## config.mk

```make
export PLATFORM = sky130hd
export DESIGN_NAME = grf_wb_arbiter_flat
export DESIGN_NICKNAME = d
export VERILOG_FILES = /design/src/rtl/grf_wb_arbiter_pkg.sv /design/src/rtl/grf_wb_arbiter_if.sv /design/src/rtl/grf_wb_arbiter_rr_pick3.sv /design/src/rtl/grf_wb_arbiter.sv /design/src/flat_wrapper.sv
export SDC_FILE = /design/constraint.sdc
export NUM_CORES = 1
export LEC_CHECK = 0
export BUFFER_PORTS_ARGS = -buffer_cell sky130_fd_sc_hd__buf_2
export CORE_ASPECT_RATIO = 1.2
export CORE_MARGIN = 2
export CORE_UTILIZATION = 34
export DETAILED_ROUTE_END_ITERATION = 12
export HOLD_SLACK_MARGIN = 0.1
export PLACE_DENSITY = 0.62
export SLEW_MARGIN = 10
export SYNTH_ARGS = -nofsm -noshare
export SYNTH_HDL_FRONTEND = slang
export SYNTH_SLANG_ARGS = --single-unit
```

## constraint.sdc

```tcl
create_clock -name clk -period 7.1 [get_ports clk]
set_clock_uncertainty 0.15 [all_clocks]
set_input_delay 1.775 -clock clk [delete_from_list [all_inputs] [get_ports clk]]
set_output_delay 1.775 -clock clk [all_outputs]
set_load 0.02 [all_outputs]
```

## src/rtl/grf_wb_arbiter_pkg.sv

```systemverilog
// Shared constants, types and helpers for the GRF write-back arbiter.
// Requester indices double as priority slots for the round-robin pointer.
package grf_wb_arbiter_pkg;

    localparam int NUM_REQ    = 3;
    localparam int REG_ADDR_W = 5;
    localparam int DATA_W     = 32;

    typedef logic [1:0] req_idx_t;

    localparam req_idx_t REQ_ALU = 2'd0;
    localparam req_idx_t REQ_MEM = 2'd1;
    localparam req_idx_t REQ_MD  = 2'd2;

    typedef struct packed {
        logic [REG_ADDR_W-1:0] addr;
        logic [DATA_W-1:0]     data;
        logic [DATA_W-1:0]     pc;
    } wb_req_t;

    // Modulo-3 addition on requester indices (operands are always 0..2).
    function automatic req_idx_t add_mod3(input req_idx_t a, input req_idx_t b);
        logic [2:0] sum;
        sum = {1'b0, a} + {1'b0, b};
        sum = (sum >= 3'd3) ? (sum - 3'd3) : sum;
        return sum[1:0];
    endfunction

endpackage

```

## src/rtl/grf_wb_arbiter_if.sv

```systemverilog
// Requester-side bundle of the write-back arbiter: three valid/ready write
// channels plus the register-claim port that feeds the busy scoreboard.
interface grf_wb_arbiter_if;
    import grf_wb_arbiter_pkg::*;

    logic [NUM_REQ-1:0]            req_valid;
    logic [NUM_REQ-1:0]            req_ready;
    logic [NUM_REQ*REG_ADDR_W-1:0] req_addr;
    logic [NUM_REQ*DATA_W-1:0]     req_data;
    logic [NUM_REQ*DATA_W-1:0]     req_pc;
    logic                          claim_valid;
    logic [REG_ADDR_W-1:0]         claim_addr;

    modport master (
        output req_valid, req_addr, req_data, req_pc, claim_valid, claim_addr,
        input  req_ready
    );

    modport slave (
        input  req_valid, req_addr, req_data, req_pc, claim_valid, claim_addr,
        output req_ready
    );

endinterface

```

## src/rtl/grf_wb_arbiter_rr_pick3.sv

```systemverilog
// Three-way round-robin picker: the first valid requester found when
// searching ptr, ptr+1, ptr+2 (mod 3) wins.
module rr_pick3
    import grf_wb_arbiter_pkg::*;
(
    input  logic [2:0] valid,
    input  req_idx_t   ptr,
    output logic [2:0] grant,
    output req_idx_t   index
);

    logic [2:0] rot_s;
    req_idx_t   offset_s;
    logic       any_s;

    // Rotate valid so that bit 0 is the highest-priority requester.
    always_comb begin
        rot_s = valid;
        case (ptr)
            2'd0:    rot_s = valid;
            2'd1:    rot_s = {valid[0], valid[2], valid[1]};
            2'd2:    rot_s = {valid[1], valid[0], valid[2]};
            default: rot_s = valid;
        endcase
    end

    // Fixed-priority search over the rotated request vector.
    always_comb begin
        offset_s = 2'd0;
        any_s    = 1'b0;
        if (rot_s[0]) begin
            offset_s = 2'd0;
            any_s    = 1'b1;
        end else if (rot_s[1]) begin
            offset_s = 2'd1;
            any_s    = 1'b1;
        end else if (rot_s[2]) begin
            offset_s = 2'd2;
            any_s    = 1'b1;
        end else begin
            offset_s = 2'd0;
            any_s    = 1'b0;
        end
    end

    // Map the winning slot back to the absolute requester index.
    always_comb begin
        index = add_mod3(ptr, offset_s);
        if (any_s) begin
            grant = 3'b001 << index;
        end else begin
            grant = 3'b000;
        end
    end

endmodule

```

## src/rtl/grf_wb_arbiter.sv

```systemverilog
// GRF write-back arbiter: round-robin grant among ALU/MEM/MD, one-cycle
// registered register-file write port, and a pending-write busy scoreboard.
module grf_wb_arbiter
    import grf_wb_arbiter_pkg::*;
(
    input  logic                  clk,
    input  logic                  reset,
    grf_wb_arbiter_if.slave       bus,
    output logic [31:0]           busy,
    output logic                  grf_we,
    output logic [REG_ADDR_W-1:0] grf_a3,
    output logic [DATA_W-1:0]     grf_wd,
    output logic [DATA_W-1:0]     grf_pc
);

    req_idx_t              rr_ptr_r;
    logic [2:0]            grant_s;
    req_idx_t              index_s;
    logic [2:0]            ready_s;
    logic                  granted_s;
    wb_req_t               sel_s;
    logic [31:0]           busy_r;
    logic [31:0]           busy_nxt_s;
    logic [31:0]           clr_mask_s;
    logic [31:0]           set_mask_s;
    logic                  grf_we_r;
    logic [REG_ADDR_W-1:0] grf_a3_r;
    logic [DATA_W-1:0]     grf_wd_r;
    logic [DATA_W-1:0]     grf_pc_r;

    rr_pick3 u_pick (
        .valid (bus.req_valid),
        .ptr   (rr_ptr_r),
        .grant (grant_s),
        .index (index_s)
    );

    // Grants are suppressed while reset is held so nothing transfers then.
    always_comb begin
        if (reset) begin
            ready_s = 3'b000;
        end else begin
            ready_s = grant_s;
        end
    end

    assign bus.req_ready = ready_s;
    assign granted_s     = |ready_s;

    // Select the granted requester's fields.
    always_comb begin
        sel_s = '{addr: bus.req_addr[4:0], data: bus.req_data[31:0], pc: bus.req_pc[31:0]};
        case (index_s)
            REQ_ALU: sel_s = '{addr: bus.req_addr[4:0],   data: bus.req_data[31:0],  pc: bus.req_pc[31:0]};
            REQ_MEM: sel_s = '{addr: bus.req_addr[9:5],   data: bus.req_data[63:32], pc: bus.req_pc[63:32]};
            REQ_MD:  sel_s = '{addr: bus.req_addr[14:10], data: bus.req_data[95:64], pc: bus.req_pc[95:64]};
            default: sel_s = '{addr: bus.req_addr[4:0],   data: bus.req_data[31:0],  pc: bus.req_pc[31:0]};
        endcase
    end

    // Round-robin pointer moves just past the last winner.
    always_ff @(posedge clk) begin
        if (reset) begin
            rr_ptr_r <= 2'd0;
        end else if (granted_s) begin
            rr_ptr_r <= add_mod3(index_s, 2'd1);
        end else begin
            rr_ptr_r <= rr_ptr_r;
        end
    end

    // Scoreboard update: set is applied after clear so a same-cycle claim wins.
    always_comb begin
        clr_mask_s = (granted_s && (sel_s.addr != 5'd0)) ? (32'd1 << sel_s.addr) : 32'd0;
        set_mask_s = (bus.claim_valid && (bus.claim_addr != 5'd0)) ? (32'd1 << bus.claim_addr) : 32'd0;
        busy_nxt_s = ((busy_r & ~clr_mask_s) | set_mask_s) & ~32'd1;
    end

    // Busy scoreboard register.
    always_ff @(posedge clk) begin
        if (reset) begin
            busy_r <= 32'd0;
        end else begin
            busy_r <= busy_nxt_s;
        end
    end

    // Registered GRF write port; writes to $0 are accepted but never enabled.
    always_ff @(posedge clk) begin
        if (reset) begin
            grf_we_r <= 1'b0;
            grf_a3_r <= 5'd0;
            grf_wd_r <= 32'd0;
            grf_pc_r <= 32'd0;
        end else if (granted_s) begin
            grf_we_r <= (sel_s.addr != 5'd0);
            grf_a3_r <= sel_s.addr;
            grf_wd_r <= sel_s.data;
            grf_pc_r <= sel_s.pc;
        end else begin
            grf_we_r <= 1'b0;
            grf_a3_r <= grf_a3_r;
            grf_wd_r <= grf_wd_r;
            grf_pc_r <= grf_pc_r;
        end
    end

    assign busy   = busy_r;
    assign grf_we = grf_we_r;
    assign grf_a3 = grf_a3_r;
    assign grf_wd = grf_wd_r;
    assign grf_pc = grf_pc_r;

endmodule

```

## src/flat_wrapper.sv

```systemverilog
// flat-port wrapper written by rule: the top's interface ports become plain ports
module grf_wb_arbiter_flat import grf_wb_arbiter_pkg::*;
  (clk, reset, busy, grf_we, grf_a3, grf_wd, grf_pc, bus_req_valid, bus_req_addr, bus_req_data, bus_req_pc, bus_claim_valid, bus_claim_addr, bus_req_ready);
  grf_wb_arbiter_if bus_i ();
  input  logic clk;
  input  logic reset;
  output logic [31:0] busy;
  output logic grf_we;
  output logic [REG_ADDR_W-1:0] grf_a3;
  output logic [DATA_W-1:0] grf_wd;
  output logic [DATA_W-1:0] grf_pc;
  input wire logic [$bits(bus_i.req_valid)-1:0] bus_req_valid;
  input wire logic [$bits(bus_i.req_addr)-1:0] bus_req_addr;
  input wire logic [$bits(bus_i.req_data)-1:0] bus_req_data;
  input wire logic [$bits(bus_i.req_pc)-1:0] bus_req_pc;
  input wire logic [$bits(bus_i.claim_valid)-1:0] bus_claim_valid;
  input wire logic [$bits(bus_i.claim_addr)-1:0] bus_claim_addr;
  output wire logic [$bits(bus_i.req_ready)-1:0] bus_req_ready;
  assign bus_i.req_valid = bus_req_valid;
  assign bus_i.req_addr = bus_req_addr;
  assign bus_i.req_data = bus_req_data;
  assign bus_i.req_pc = bus_req_pc;
  assign bus_i.claim_valid = bus_claim_valid;
  assign bus_i.claim_addr = bus_claim_addr;
  assign bus_req_ready = bus_i.req_ready;
  grf_wb_arbiter u_core (.clk(clk), .reset(reset), .bus(bus_i), .busy(busy), .grf_we(grf_we), .grf_a3(grf_a3), .grf_wd(grf_wd), .grf_pc(grf_pc));
endmodule
```

Word-level counts from Yosys, hierarchy flattened:

Index checks and enable logic that the tools add are counted.

* register bits after elaboration: 104
* input port bits: 218
* word-level logic and storage cells: 44

* add/sub/neg operators: 4
* order comparisons: 2
* equal/unequal tests: 4
* shift-type cells: 3
* multiplexer cells: 14
* bitwise gates (word level): 4
* reductions and logical operators: 6

Operators with widths (count)
* $pmux 69 s2: 1
* $mux 32: 2
* $shl 1x5->32 const A: 2
* $and 32x32->32: 1
* $not 32->32: 1
* $or 32x32->32: 1
* $mux 2: 5
* $reduce_bool 5->1: 2
* $ge 3x2->1 const B: 2
* $mux 3: 2
* $pmux 3 s2: 1
* $eq 2x1->1 const B: 2
* $eq 2x2->1 const B: 2
* $sub 2x2->2 const B: 2
* $add 2x1->3 const B: 1
* $add 2x2->3: 1
* $mux 1: 3
* $reduce_or 3->1: 1
* $shl 1x2->3 const A: 1
* $logic_and 1x1->1: 2
* $reduce_or 2->1: 1
* $not 1->1: 1

Depth between registers and ports, before layout:

Gate-level depths: netlist of run 1.

* depth in word-level cells: 17
* gate-level depth with buffers: 23
* gate-level depth less buffers: 20

By module:

Synthesis of run 1 repeated with hierarchy kept, for this count alone.

* cell total of the unflattened synthesis: 692
* area total of the unflattened synthesis: 5676.7 um^2

By module, submodules not included
* grf_wb_arbiter: times used 1, cells each 659, area an instance 5393.9 um^2, seq. area each 2062.0 um^2
* rr_pick3: times used 1, cells each 33, area an instance 282.8 um^2, seq. area each 0.0 um^2

Worst setup path after synthesis of run 1:

Ideal clock, no wire load.

* path type: input to output
* start: input bus_req_valid[1]
* end: output bus_req_ready[2]
* data arrival time: 4.663 ns
* required time: 5.175 ns
* slack: 0.512 ns
* cell stages on the path: 17
* path through: nor3b_1 a32oi_1 o22ai_1 ha_1 inv_1 fa_1 inv_1 ha_1 nor2b_1 nor2b_1 o21ai_0 inv_1 ha_1 buf_2 buf_2 clkbuf_1 and2_1

* word-level cells in the longest chain between the ends: 10
* elaborated cells between the ends (all ways): 14

RTL lines
* from (decl): RTL line flat_wrapper.sv:12 `input wire logic [$bits(bus_i.req_valid)-1:0] bus_req_valid;`
* $pmux 3 s2 (*): RTL line grf_wb_arbiter_rr_pick3.sv:19 `case (ptr)`
* $mux 2: RTL line grf_wb_arbiter_rr_pick3.sv:37 `end else if (rot_s[2]) begin`
* $mux 2: RTL line grf_wb_arbiter_rr_pick3.sv:34 `end else if (rot_s[1]) begin`
* $mux 2: RTL line grf_wb_arbiter_rr_pick3.sv:31 `if (rot_s[0]) begin`
* $add 2x2->3: RTL line grf_wb_arbiter_pkg.sv:24 `sum = {1'b0, a} + {1'b0, b};`
* $ge 3x2->1 / $sub 2x2->2 (equally long branches): RTL line grf_wb_arbiter_pkg.sv:25 `sum = (sum >= 3'd3) ? (sum - 3'd3) : sum;`
* $mux 2: RTL line grf_wb_arbiter_pkg.sv:25
* $shl 1x2->3: RTL line grf_wb_arbiter_rr_pick3.sv:50 `grant = 3'b001 << index;`
* $mux 3 (*): RTL line grf_wb_arbiter_rr_pick3.sv:49 `if (any_s) begin`
* $mux 3 (*): RTL line grf_wb_arbiter.sv:40 `if (reset) begin`
* to (decl): RTL line flat_wrapper.sv:18 `output wire logic [$bits(bus_i.req_ready)-1:0] bus_req_ready;`

Mark *: on every way between the ends. The rest lies on a longest branch, timed or not.

Final worst setup path of run 1:

Ends and elaborated chain as after synthesis.

==> impl_metrics.xml, run 1 <==
<?xml version="1.0" encoding="UTF-8"?>
<metrics>
  <group name="finish">
    <metric name="syn2layout_area_growth" unit="%">36.29</metric>
    <metric name="design.final.nets" unit="">1260</metric>
    <metric name="final_common_cell" unit="">buf_2</metric>
    <metric name="drive_gt1_share" unit="%">33.97</metric>
    <metric name="finish.utilization" unit="%">47.38</metric>
    <metric name="commonest_non_fill_non_tap_cells_in_the_layout" unit="">buf_2 (320), nand2_1 (261), dfxtp_1 (103)</metric>
    <metric name="n_antenna_cell" unit="">0</metric>
    <metric name="instances_no_fill" unit="">1247</metric>
  </group>
  <group name="logic_synthesis">
    <metric name="yosysWarnings" unit="">0</metric>
    <metric name="yosysUniqueCellTypes" unit="">38</metric>
    <metric name="post_synthesis_cells" unit="">761</metric>
    <metric name="synth.ff_latch_count" unit="">103</metric>
    <metric name="mappedNetlistArea" unit="mm^2">0.005436</metric>
    <metric name="synth_nets" unit="">986</metric>
    <metric name="synth.avg_cell_area" unit="um^2">7.144</metric>
    <metric name="synth_sequential_area_ratio" unit="%">37.93</metric>
  </group>
  <group name="global_route">
    <metric name="met1_layer_usage_reported_by_global_route" unit="%">28.71</metric>
    <metric name="grt_use_met3" unit="%">3.926</metric>
    <metric name="grt_usage" unit="%">23.23</metric>
    <metric name="global_route.peak_usage_layer" unit="">met2</metric>
    <metric name="antenna_found_initial" unit="">0</metric>
    <metric name="grt.overflow.total" unit="">0</metric>
    <metric name="globalRouteMet2Util" unit="%">40.26</metric>
    <metric name="vias_in_the_first_global_route" unit="">5796</metric>
    <metric name="grt_pass1_wl" unit="mm">31.17</metric>
    <metric name="largest_net_degree_at_the_start_of_global_routing" unit="">89</metric>
  </group>
  <group name="critical_path">
    <metric name="startpoint_type" unit="">primary input</metric>
    <metric name="largest_driver_fanout_on_the_critical_path" unit="">6</metric>
    <metric name="cp.required" unit="ps">5180</metric>
    <metric name="regToRegSetupSlack" unit="ps">1980</metric>
    <metric name="crit-reg2reg-capture" unit="">u_core.grf_wd[15]$_SDFFE_PP0P_</metric>
    <metric name="r2r-start" unit="">u_core.rr_ptr_r[1]$_SDFFE_PP0P_</metric>
    <metric name="critPathKind" unit="">primary input to output port</metric>
    <metric name="worst_ep_arrival_time" unit="ps">4510</metric>
    <metric name="worst_setup_path_end_kind" unit="">output port</metric>
    <metric name="reg2regPathDepth" unit="">20</metric>
  </group>
  <group name="power_and_ir_drop">
    <metric name="power.density" unit="mW/mm^2">627.2</metric>
    <metric name="report.power.total" unit="W">0.004647</metric>
    <metric name="total_leakage_power" unit="nW">3.414</metric>
    <metric name="power.ir.vdd_worst" unit="V">0.0005197</metric>
  </group>
  <group name="clocking">
    <metric name="postCtsSetupRepairBufs" unit="">0</metric>
    <metric name="cts-buffers-inserted" unit="">9</metric>
    <metric name="clock_tree.root_cell" unit="">clkbuf_16</metric>
    <metric name="ctsLongestPathBuffers" unit="">2</metric>
    <metric name="worstSkewPairLatency" unit="ps">350</metric>
    <metric name="cts_sinks" unit="">103</metric>
    <metric name="clk_pin_slew" unit="ps">60</metric>
    <metric name="htreeDepth" unit="">3</metric>
    <metric name="cts_repair_resize_count" unit="">0</metric>
    <metric name="cts_hold_buffers" unit="">0</metric>
    <metric name="tritoncts_clock_tree" unit="">done</metric>
  </group>
  <group name="floorplan">
    <metric name="rows" unit="">50</metric>
    <metric name="ioPinCount" unit="">323</metric>
    <metric name="fp.coreArea" unit="mm^2">0.01564</metric>
    <metric name="die_area" unit="mm^2">0.01702</metric>
    <metric name="start_util" unit="%">34.76</metric>
    <metric name="die_h" unit="um">142.5</metric>
    <metric name="chipWidth" unit="um">119.4</metric>
  </group>
  <group name="sta">
    <metric name="max_freq" unit="MHz">155.3</metric>
    <metric name="worst-slew-pin-transition" unit="ps">996.6</metric>
    <metric name="final-setup-viol-count" unit="">0</metric>
    <metric name="finalWorstPathRequiredPeriod" unit="ps">6439</metric>
    <metric name="final-hold-violation-count" unit="">0</metric>
    <metric name="layout_worst_path_cycle_share" unit="%">90.69</metric>
    <metric name="grt_setup_unrepaired" unit="">no</metric>
    <metric name="final.setup.tns" unit="ps">0</metric>
    <metric name="maxSlewViolCount" unit="">0</metric>
    <metric name="max_slew_margin" unit="%">33.56</metric>
  </group>
  <group name="min_path">
    <metric name="hold_path_depth" unit="">2</metric>
    <metric name="worstHoldEndpoint" unit="">u_core.grf_wd[31]$_SDFFE_PP0P_</metric>
    <metric name="timing.hold.worst.start" unit="">u_core.grf_wd[31]$_SDFFE_PP0P_</metric>
    <metric name="hold_path_class" unit="">flop to flop</metric>
  </group>
  <group name="drt">
    <metric name="drt-total-wl" unit="mm">20.30</metric>
    <metric name="via_per_inst" unit="">5.032</metric>
    <metric name="detailedRoute.firstIterationViolations" unit="">423</metric>
    <metric name="first_pass_iters" unit="">5</metric>
    <metric name="route.vias.total" unit="">6275</metric>
    <metric name="number_of_nets_with_antenna_violations_after_detailed_routing" unit="">0</metric>
    <metric name="drc" unit="">0</metric>
    <metric name="detail_route.wl_per_cell" unit="um">16.28</metric>
  </group>
  <group name="place">
    <metric name="dpl.cell_count" unit="">1232</metric>
    <metric name="placement.io_buffers" unit="">321</metric>
    <metric name="post-dp-hpwl" unit="mm">15.17</metric>
    <metric name="gp_routability_congestion" unit="">0.8610</metric>
  </group>
  <group name="status">
    <metric name="run_status" unit="">complete, no violations</metric>
  </group>
  <group name="flow_run">
    <metric name="max-cap-violations" unit="">0</metric>
  </group>
</metrics>
## worst max-delay path by stage
stage,start,to,slack [ps],cells past startpoint
2_1_floorplan,bus_req_valid[1],bus_req_ready[2],510,17
3_3_place_gp,bus_req_valid[1],bus_req_ready[1],660,14
4_1_cts,bus_req_valid[1],bus_req_ready[1],640,14
5_1_grt,bus_req_valid[1],bus_req_ready[2],400,15
3_5_place_dp,bus_req_valid[1],bus_req_ready[1],650,14
6_report,bus_req_valid[1],bus_req_ready[2],660,15
## layer usage
layer	share of wire [%]	up-vias	wire length (um)
met5	0	-	0
met4	2.5	0	510
met3	6.4	30	1306
met2	49	253	10030
met1	42	2795	8452
li1	-	3197	-
## power breakdown
group | total [W] | internal, W | switching [W] | leakage, nW
logic | 0.00325 | 0.000964 | 0.00228 | 2.43
registers | 0.000874 | 0.000779 | 0.0000948 | 0.837
clock network | 0.000526 | 0.000308 | 0.000217 | 0.147
total | 0.00465 | 0.00205 | 0.00260 | 3.41
## cells in the mapped netlist, drive strengths merged
cell      n  area (um^2)
dfxtp   103         2062
nand4     2        12.51
nor3      7        46.30
o21ai    77        396.6
o21a      5        37.54
nand3b    1        7.510
buf      38        201.4
nand2   261        979.7
nand3     5        25.02
nor3b     2        15.01
and3      1        6.260
a22oi    70        525.5
inv       8        30.03
or3       4        35.03
nor2     11        41.29
and2      3        18.77
nand2b    4        25.02
conb      1        3.750
ha        6        75.07
nor2b     4        25.02
mux2i     2        20.02
a32oi     1        8.760
o311ai   16        140.1
a21boi    1        11.26
fa        1        20.02
o211ai    2        42.54
o31ai    11        82.58
clkbuf   27        101.4
o22ai     1        6.260
a21oi    86        434.2
## registers in the layout, summed over array words and instances (netlist names)
name,cells
u_core.grf_wd,32
u_core.grf_pc,32
u_core.rr_ptr_r,2
u_core.busy,31
u_core.grf_a3,5
u_core.grf_we,1
## per-stage QoR
stage / setup slack, ps / hold WS, ps / cell area [um^2]
2_1_floorplan: 512.1 / 298.6 / 5436
3_3_place_gp: 661.7 / 289.2 / 7104
4_1_cts: 641.6 / 303.2 / 7410
6_report: 661.0 / 299.9 / 7410
5_1_grt: 401.8 / 318.9 / 7410
3_5_place_dp: 654.0 / 293.3 / 7104
## critical path, stage by stage
cell,delay [ps]
buf_2,130
nor3b_1,260
a32oi_1,90
o22ai_1,180
ha_1,170
inv_1,50
fa_1,540
inv_1,50
ha_1,190
nor2b_1,160
mux2i_1,310
inv_1,120
ha_4,170
and2_1,150
buf_2,160
## cell families (layout without fill, tap and decap cells)
kind of cell	after synthesis	after routing	synth area share (%)
buffers and inverters	73	351	6.122
muxes	2	2	0.3683
adders and majority gates	7	7	1.749
AOI/OAI and AO/OA	270	270	31.00
other	1	1	0.06898
DFF	103	103	37.93
and+or+nand+nor	305	305	22.76
## cell type report
class / instances / area, um^2
Multi-Input combinational cell: 585 / 3065
Sequential cell: 103 / 2062
Timing Repair Buffer: 328 / 1687
Clock inverter: 3 / 68.82
Fill cell: 1713 / 8230
Tap cell: 208 / 260.3
Inverter: 8 / 30.03
Clock buffer: 12 / 236.5
(Power assumes the default switching activity.)
==> inputs of run 2 (changes only) <==
==> constraint.sdc (replaced) <==
create_clock -name clk -period 7.6 [get_ports clk]
set_clock_uncertainty 0.15 [all_clocks]
set_input_delay 1.9 -clock clk [delete_from_list [all_inputs] [get_ports clk]]
set_output_delay 1.9 -clock clk [all_outputs]
set_load 0.02 [all_outputs]
==> impl_metrics.xml, run 2 (synthesis results as in run 1) <==
<?xml version="1.0" encoding="UTF-8"?>
<metrics>
  <group name="critical_path">
    <metric name="crit-reg2reg-capture" unit="">u_core.grf_wd[17]$_SDFFE_PP0P_</metric>
    <metric name="endpoint" unit="">bus_req_ready[2]</metric>
    <metric name="worst_setup_path_end_kind" unit="">output port</metric>
    <metric name="largest_driver_fanout_on_the_critical_path" unit="">7</metric>
    <metric name="r2r-start" unit="">u_core.rr_ptr_r[1]$_SDFFE_PP0P_</metric>
    <metric name="cp.required" unit="ps">5550</metric>
    <metric name="critPathKind" unit="">primary input to output port</metric>
    <metric name="regToRegSetupSlack" unit="ps">2360</metric>
    <metric name="reg2regPathDepth" unit="">21</metric>
    <metric name="worst_ep_arrival_time" unit="ps">4690</metric>
    <metric name="startpoint_type" unit="">primary input</metric>
    <metric name="worstSetupStartpoint" unit="">bus_req_valid[1]</metric>
  </group>
  <group name="finish">
    <metric name="commonest_non_fill_non_tap_cells_in_the_layout" unit="">buf_2 (320), nand2_1 (261), dfxtp_1 (103)</metric>
    <metric name="finish.utilization" unit="%">47.14</metric>
    <metric name="design.final.nets" unit="">1260</metric>
    <metric name="n_antenna_cell" unit="">0</metric>
    <metric name="fill_cells" unit="">1708</metric>
    <metric name="syn2layout_area_growth" unit="%">35.60</metric>
    <metric name="final_common_cell" unit="">buf_2</metric>
    <metric name="instances_no_fill" unit="">1248</metric>
    <metric name="drive_gt1_share" unit="%">34.33</metric>
  </group>
  <group name="sta">
    <metric name="maxSlewViolCount" unit="">0</metric>
    <metric name="final_critical_path_setup_slack" unit="ps">861.3</metric>
    <metric name="worst-slew-pin-transition" unit="ps">1022</metric>
    <metric name="finalWorstPathRequiredPeriod" unit="ps">6739</metric>
    <metric name="grt_setup_unrepaired" unit="">no</metric>
    <metric name="final.setup.tns" unit="ps">0</metric>
    <metric name="max_freq" unit="MHz">148.4</metric>
    <metric name="final-hold-violation-count" unit="">0</metric>
    <metric name="max_slew_margin" unit="%">31.86</metric>
    <metric name="hold_slack" unit="ps">299.5</metric>
    <metric name="final-setup-viol-count" unit="">0</metric>
    <metric name="layout_worst_path_cycle_share" unit="%">88.67</metric>
  </group>
  <group name="global_route">
    <metric name="grt_pass1_wl" unit="mm">30.72</metric>
    <metric name="largest_net_degree_at_the_start_of_global_routing" unit="">90</metric>
    <metric name="vias_in_the_first_global_route" unit="">5726</metric>
    <metric name="antenna_found_initial" unit="">1</metric>
    <metric name="grt.overflow.total" unit="">0</metric>
    <metric name="grt_usage" unit="%">22.82</metric>
  </group>
  <group name="place">
    <metric name="placement.setup.worst_slack" unit="ps">861.1</metric>
    <metric name="gp_routability_congestion" unit="">0.9368</metric>
    <metric name="dpl.cell_count" unit="">1232</metric>
    <metric name="post-dp-hpwl" unit="mm">15.22</metric>
    <metric name="placement.io_buffers" unit="">321</metric>
  </group>
  <group name="clocking">
    <metric name="htreeDepth" unit="">3</metric>
    <metric name="cts_hold_buffers" unit="">0</metric>
    <metric name="cts-buffers-inserted" unit="">9</metric>
    <metric name="tritoncts_clock_tree" unit="">done</metric>
    <metric name="clk_pin_slew" unit="ps">60</metric>
    <metric name="worstSkewPairLatency" unit="ps">350</metric>
    <metric name="cts_sinks" unit="">103</metric>
    <metric name="cts_repair_resize_count" unit="">0</metric>
    <metric name="postCtsSetupRepairBufs" unit="">0</metric>
    <metric name="clock_tree.root_cell" unit="">clkbuf_16</metric>
    <metric name="ctsLongestPathBuffers" unit="">2</metric>
  </group>
  <group name="floorplan">
    <metric name="die_area" unit="mm^2">0.01702</metric>
    <metric name="ioPinCount" unit="">323</metric>
    <metric name="die_h" unit="um">142.5</metric>
    <metric name="chipWidth" unit="um">119.4</metric>
    <metric name="rows" unit="">50</metric>
    <metric name="start_util" unit="%">34.76</metric>
    <metric name="fp.coreArea" unit="mm^2">0.01564</metric>
  </group>
  <group name="drt">
    <metric name="first_pass_iters" unit="">5</metric>
    <metric name="detailedRoute.firstIterationViolations" unit="">436</metric>
    <metric name="number_of_nets_with_antenna_violations_after_detailed_routing" unit="">0</metric>
    <metric name="route.vias.total" unit="">6319</metric>
    <metric name="drc" unit="">0</metric>
    <metric name="drt-total-wl" unit="mm">20.39</metric>
    <metric name="via_per_inst" unit="">5.063</metric>
    <metric name="detail_route.wl_per_cell" unit="um">16.34</metric>
  </group>
  <group name="min_path">
    <metric name="hold_path_class" unit="">flop to flop</metric>
  </group>
  <group name="flow_run">
    <metric name="max-cap-violations" unit="">0</metric>
  </group>
  <group name="status">
    <metric name="run_status" unit="">complete, no violations</metric>
  </group>
  <group name="power_and_ir_drop">
    <metric name="total_leakage_power" unit="nW">3.405</metric>
    <metric name="power.ir.vdd_worst" unit="V">0.0005346</metric>
    <metric name="power.density" unit="mW/mm^2">584.8</metric>
  </group>
</metrics>
==> run 2: cell types whose count changed in the layout (fill, tap and decap cells not counted) <==
| cell | change |
|---|---|
| buf_12 | -1 |
| buf_4 | +1 |
| bufinv_16 | -2 |
| clkbuf_1 | -3 |
| clkbuf_8 | +1 |
| clkinv_2 | +3 |
| inv_6 | +2 |
==> run 2: through the flow <==
stage | cell area, um^2 | power [W]
after floorplan | 5436 | 0.003078
after global placement | 7092 | 0.003864
after detailed placement | 7092 | 0.003885
after CTS | 7372 | 0.004341
after global routing | 7372 | 0.004714
final | 7372 | 0.004311
==> run 2: report_power, final <==
part / leakage [nW] / switching (W) / internal (W) / total, W
registers: 0.837 / 0.0000850 / 0.000728 / 0.000813
logic: 2.42 / 0.00215 / 0.000901 / 0.00305
clock network: 0.143 / 0.000213 / 0.000233 / 0.000445
==> run 2: worst max-delay path, stage by stage <==
cell and delay, ps:
buf_2 130, nor3b_1 260, a32oi_1 90, o22ai_1 170, ha_1 170, inv_1 50
fa_1 540, inv_1 50, ha_1 200, nor2b_1 180, mux2i_1 320, inv_1 120
ha_4 200, and2_1 150, buf_2 160
==> run 2: area by class of cell <==
type                    count  area, um^2  area share (%)
multi-input cells         585        3065           41.58
flip-flops and latches    103        2062           27.97
repair buffers            328        1674           22.71
well taps                 208       260.3           3.530
clock buffers              10       239.0           3.242
clock inverters             6       41.29          0.5601
inverters                   8       30.03          0.4073
==> run 2: worst min path at each step <==
stage / slack, ps / start / cells after the start / endpoint
3_5_place_dp: 290 / u_core.grf_wd[1]$_SDFFE_PP0P_ / 2 / u_core.grf_wd[1]$_SDFFE_PP0P_
4_1_cts: 300 / u_core.grf_wd[1]$_SDFFE_PP0P_ / 2 / u_core.grf_wd[1]$_SDFFE_PP0P_
6_report: 300 / u_core.grf_wd[31]$_SDFFE_PP0P_ / 2 / u_core.grf_wd[31]$_SDFFE_PP0P_
5_1_grt: 320 / u_core.grf_pc[30]$_SDFFE_PP0P_ / 2 / u_core.grf_pc[30]$_SDFFE_PP0P_
2_1_floorplan: 300 / u_core.rr_ptr_r[1]$_SDFFE_PP0P_ / 2 / u_core.rr_ptr_r[1]$_SDFFE_PP0P_
3_3_place_gp: 290 / u_core.grf_wd[22]$_SDFFE_PP0P_ / 2 / u_core.grf_wd[22]$_SDFFE_PP0P_
==> run 2: routing by layer <==
layer  wire [um]  share of wire, %  track usage, %  up-vias
met3        1319               6.5           3.686       26
met5          13             0.064               0        -
met1        8624                42           28.20     2818
met2       10010                49           39.66      279
li1            -                 -               -     3194
met4         421               2.1           9.102        2
==> inputs of run 3 (changes only) <==
--- a/config.mk
+++ b/config.mk
@@ -7,10 +7,10 @@
 export LEC_CHECK = 0
 export BUFFER_PORTS_ARGS = -buffer_cell sky130_fd_sc_hd__buf_2
 export CORE_ASPECT_RATIO = 1.2
-export CORE_MARGIN = 2
 export CORE_UTILIZATION = 34
 export DETAILED_ROUTE_END_ITERATION = 12
 export HOLD_SLACK_MARGIN = 0.1
+export MAX_ROUTING_LAYER = met4
 export PLACE_DENSITY = 0.62
 export SLEW_MARGIN = 10
 export SYNTH_ARGS = -nofsm -noshare
==> impl_metrics.xml, run 3 (synthesis results as in run 1) <==
<?xml version="1.0" encoding="UTF-8"?>
<metrics>
  <group name="status">
    <metric name="run_status" unit="">complete, no violations</metric>
  </group>
  <group name="global_route">
    <metric name="grt_use_met3" unit="%">3.827</metric>
    <metric name="global_route.peak_usage_layer" unit="">met2</metric>
    <metric name="grt_pass1_wl" unit="mm">31.25</metric>
    <metric name="grt.overflow.total" unit="">0</metric>
    <metric name="antenna_found_initial" unit="">3</metric>
    <metric name="vias_in_the_first_global_route" unit="">5805</metric>
    <metric name="largest_net_degree_at_the_start_of_global_routing" unit="">89</metric>
    <metric name="met1_layer_usage_reported_by_global_route" unit="%">30.16</metric>
    <metric name="grt_usage" unit="%">25.07</metric>
    <metric name="globalRouteMet2Util" unit="%">40.45</metric>
  </group>
  <group name="place">
    <metric name="gp_routability_congestion" unit="">0.8509</metric>
    <metric name="placement.io_buffers" unit="">321</metric>
    <metric name="dpl.cell_count" unit="">1235</metric>
    <metric name="post-dp-hpwl" unit="mm">15.45</metric>
  </group>
  <group name="drt">
    <metric name="first_pass_iters" unit="">5</metric>
    <metric name="route.vias.total" unit="">6389</metric>
    <metric name="number_of_nets_with_antenna_violations_after_detailed_routing" unit="">0</metric>
    <metric name="via_per_inst" unit="">5.099</metric>
    <metric name="drt-total-wl" unit="mm">20.49</metric>
    <metric name="detail_route.wl_per_cell" unit="um">16.35</metric>
    <metric name="detailedRoute.firstIterationViolations" unit="">400</metric>
    <metric name="drc" unit="">0</metric>
  </group>
  <group name="sta">
    <metric name="max_freq" unit="MHz">148.0</metric>
    <metric name="grt_setup_unrepaired" unit="">no</metric>
    <metric name="layout_worst_path_cycle_share" unit="%">88.91</metric>
    <metric name="hold_slack" unit="ps">301.5</metric>
    <metric name="finalWorstPathRequiredPeriod" unit="ps">6757</metric>
    <metric name="final-setup-viol-count" unit="">0</metric>
    <metric name="worst-slew-pin-transition" unit="ps">1033</metric>
    <metric name="max_slew_margin" unit="%">30.99</metric>
    <metric name="final.setup.tns" unit="ps">0</metric>
    <metric name="maxSlewViolCount" unit="">0</metric>
    <metric name="final-hold-violation-count" unit="">0</metric>
  </group>
  <group name="critical_path">
    <metric name="worst_ep_arrival_time" unit="ps">4710</metric>
    <metric name="cp.required" unit="ps">5550</metric>
    <metric name="worst_setup_path_end_kind" unit="">output port</metric>
    <metric name="startpoint_type" unit="">primary input</metric>
    <metric name="critPathKind" unit="">primary input to output port</metric>
    <metric name="largest_driver_fanout_on_the_critical_path" unit="">6</metric>
  </group>
  <group name="finish">
    <metric name="commonest_non_fill_non_tap_cells_in_the_layout" unit="">buf_2 (320), nand2_1 (261), dfxtp_1 (103)</metric>
    <metric name="final_common_cell" unit="">buf_2</metric>
    <metric name="drive_gt1_share" unit="%">34.36</metric>
    <metric name="syn2layout_area_growth" unit="%">36.94</metric>
    <metric name="fill_cells" unit="">1685</metric>
    <metric name="design.final.nets" unit="">1263</metric>
    <metric name="instances_no_fill" unit="">1253</metric>
  </group>
  <group name="clocking">
    <metric name="clock_tree.root_cell" unit="">clkbuf_16</metric>
    <metric name="cts_repair_resize_count" unit="">0</metric>
    <metric name="tritoncts_clock_tree" unit="">done</metric>
    <metric name="cts_sinks" unit="">103</metric>
    <metric name="ctsLongestPathBuffers" unit="">2</metric>
    <metric name="postCtsSetupRepairBufs" unit="">0</metric>
    <metric name="worstSkewPairLatency" unit="ps">350</metric>
    <metric name="clk_pin_slew" unit="ps">70</metric>
    <metric name="cts_hold_buffers" unit="">0</metric>
    <metric name="cts-buffers-inserted" unit="">9</metric>
    <metric name="htreeDepth" unit="">3</metric>
  </group>
  <group name="floorplan">
    <metric name="rows" unit="">50</metric>
    <metric name="start_util" unit="%">34.76</metric>
    <metric name="die_area" unit="mm^2">0.01650</metric>
    <metric name="ioPinCount" unit="">323</metric>
    <metric name="die_h" unit="um">140.5</metric>
    <metric name="fp.coreArea" unit="mm^2">0.01564</metric>
    <metric name="chipWidth" unit="um">117.4</metric>
  </group>
  <group name="min_path">
    <metric name="hold_path_class" unit="">flop to flop</metric>
  </group>
  <group name="power_and_ir_drop">
    <metric name="power.ir.vdd_worst" unit="V">0.0007054</metric>
    <metric name="total_leakage_power" unit="nW">3.431</metric>
    <metric name="power.density" unit="mW/mm^2">590.5</metric>
  </group>
  <group name="flow_run">
    <metric name="max-cap-violations" unit="">0</metric>
  </group>
</metrics>
## run 3: cell types whose count changed in the layout (fill, tap and decap cells not counted), sizes merged
| cell | previous run | this run |
|---|---|---|
| bufinv | 0 | 3 |
| clkinv | 4 | 0 |
| inv | 10 | 9 |
| diode | 0 | 3 |
| clkinvlp | 0 | 1 |
| buf | 328 | 331 |
## run 3: cell type report
type	instances	area [um^2]	share of cell area, %
Timing Repair Buffer	331	1684	22.62
Sequential cell	103	2062	27.70
Clock buffer	10	229.0	3.076
Inverter	8	30.03	0.4034
Antenna cell	3	7.507	0.1008
Clock inverter	5	106.4	1.429
Tap cell	208	260.3	3.496
Multi-Input combinational cell	585	3065	41.18
## run 3: worst paths after layout
path	cells past startpoint	to	startpoint	slack [ps]
hold / removal	2	u_core.grf_wd[22]$_SDFFE_PP0P_	u_core.grf_wd[22]$_SDFFE_PP0P_	300
setup reg to reg	20	u_core.grf_wd[18]$_SDFFE_PP0P_	u_core.rr_ptr_r[0]$_SDFFE_PP0P_	2320
setup / recovery	15	bus_req_ready[2]	bus_req_valid[1]	840
hold reg to reg	2	u_core.grf_wd[22]$_SDFFE_PP0P_	u_core.grf_wd[22]$_SDFFE_PP0P_	300
## run 3: through the flow
stage / util, % / instance area, um^2 / power, W / setup slack [ps]
global placement: 45.41 / 7102 / 0.003861 / 915.4
finish: 47.60 / 7445 / 0.004396 / 843.0
CTS: 47.55 / 7437 / 0.004435 / 847.7
global route: 47.60 / 7445 / 0.004810 / 554.1
detailed placement: 45.41 / 7102 / 0.003899 / 860.2
floorplan: - / 5436 / 0.003078 / 762.1
## run 3: layer usage
metal	part of all wire, %	wire [um]
met1	42	8597
met2	48	9936
met3	6.0	1233
met4	3.5	723
met5	0	0
## run 3: worst max-delay path, stage by stage
cell and delay [ps]:
buf_2 130, nor3b_1 270, a32oi_1 90, o22ai_1 190, ha_1 170, inv_1 50
fa_1 550, inv_1 60, ha_1 200, nor2b_1 170, mux2i_1 310, inv_1 120
ha_4 170, and2_1 160, buf_2 170
## run 3: report_power, final
group	switching, W	total [W]	internal [W]
registers	0.0000868	0.000815	0.000728
logic	0.00216	0.00305	0.000895
clock network	0.000209	0.000530	0.000322
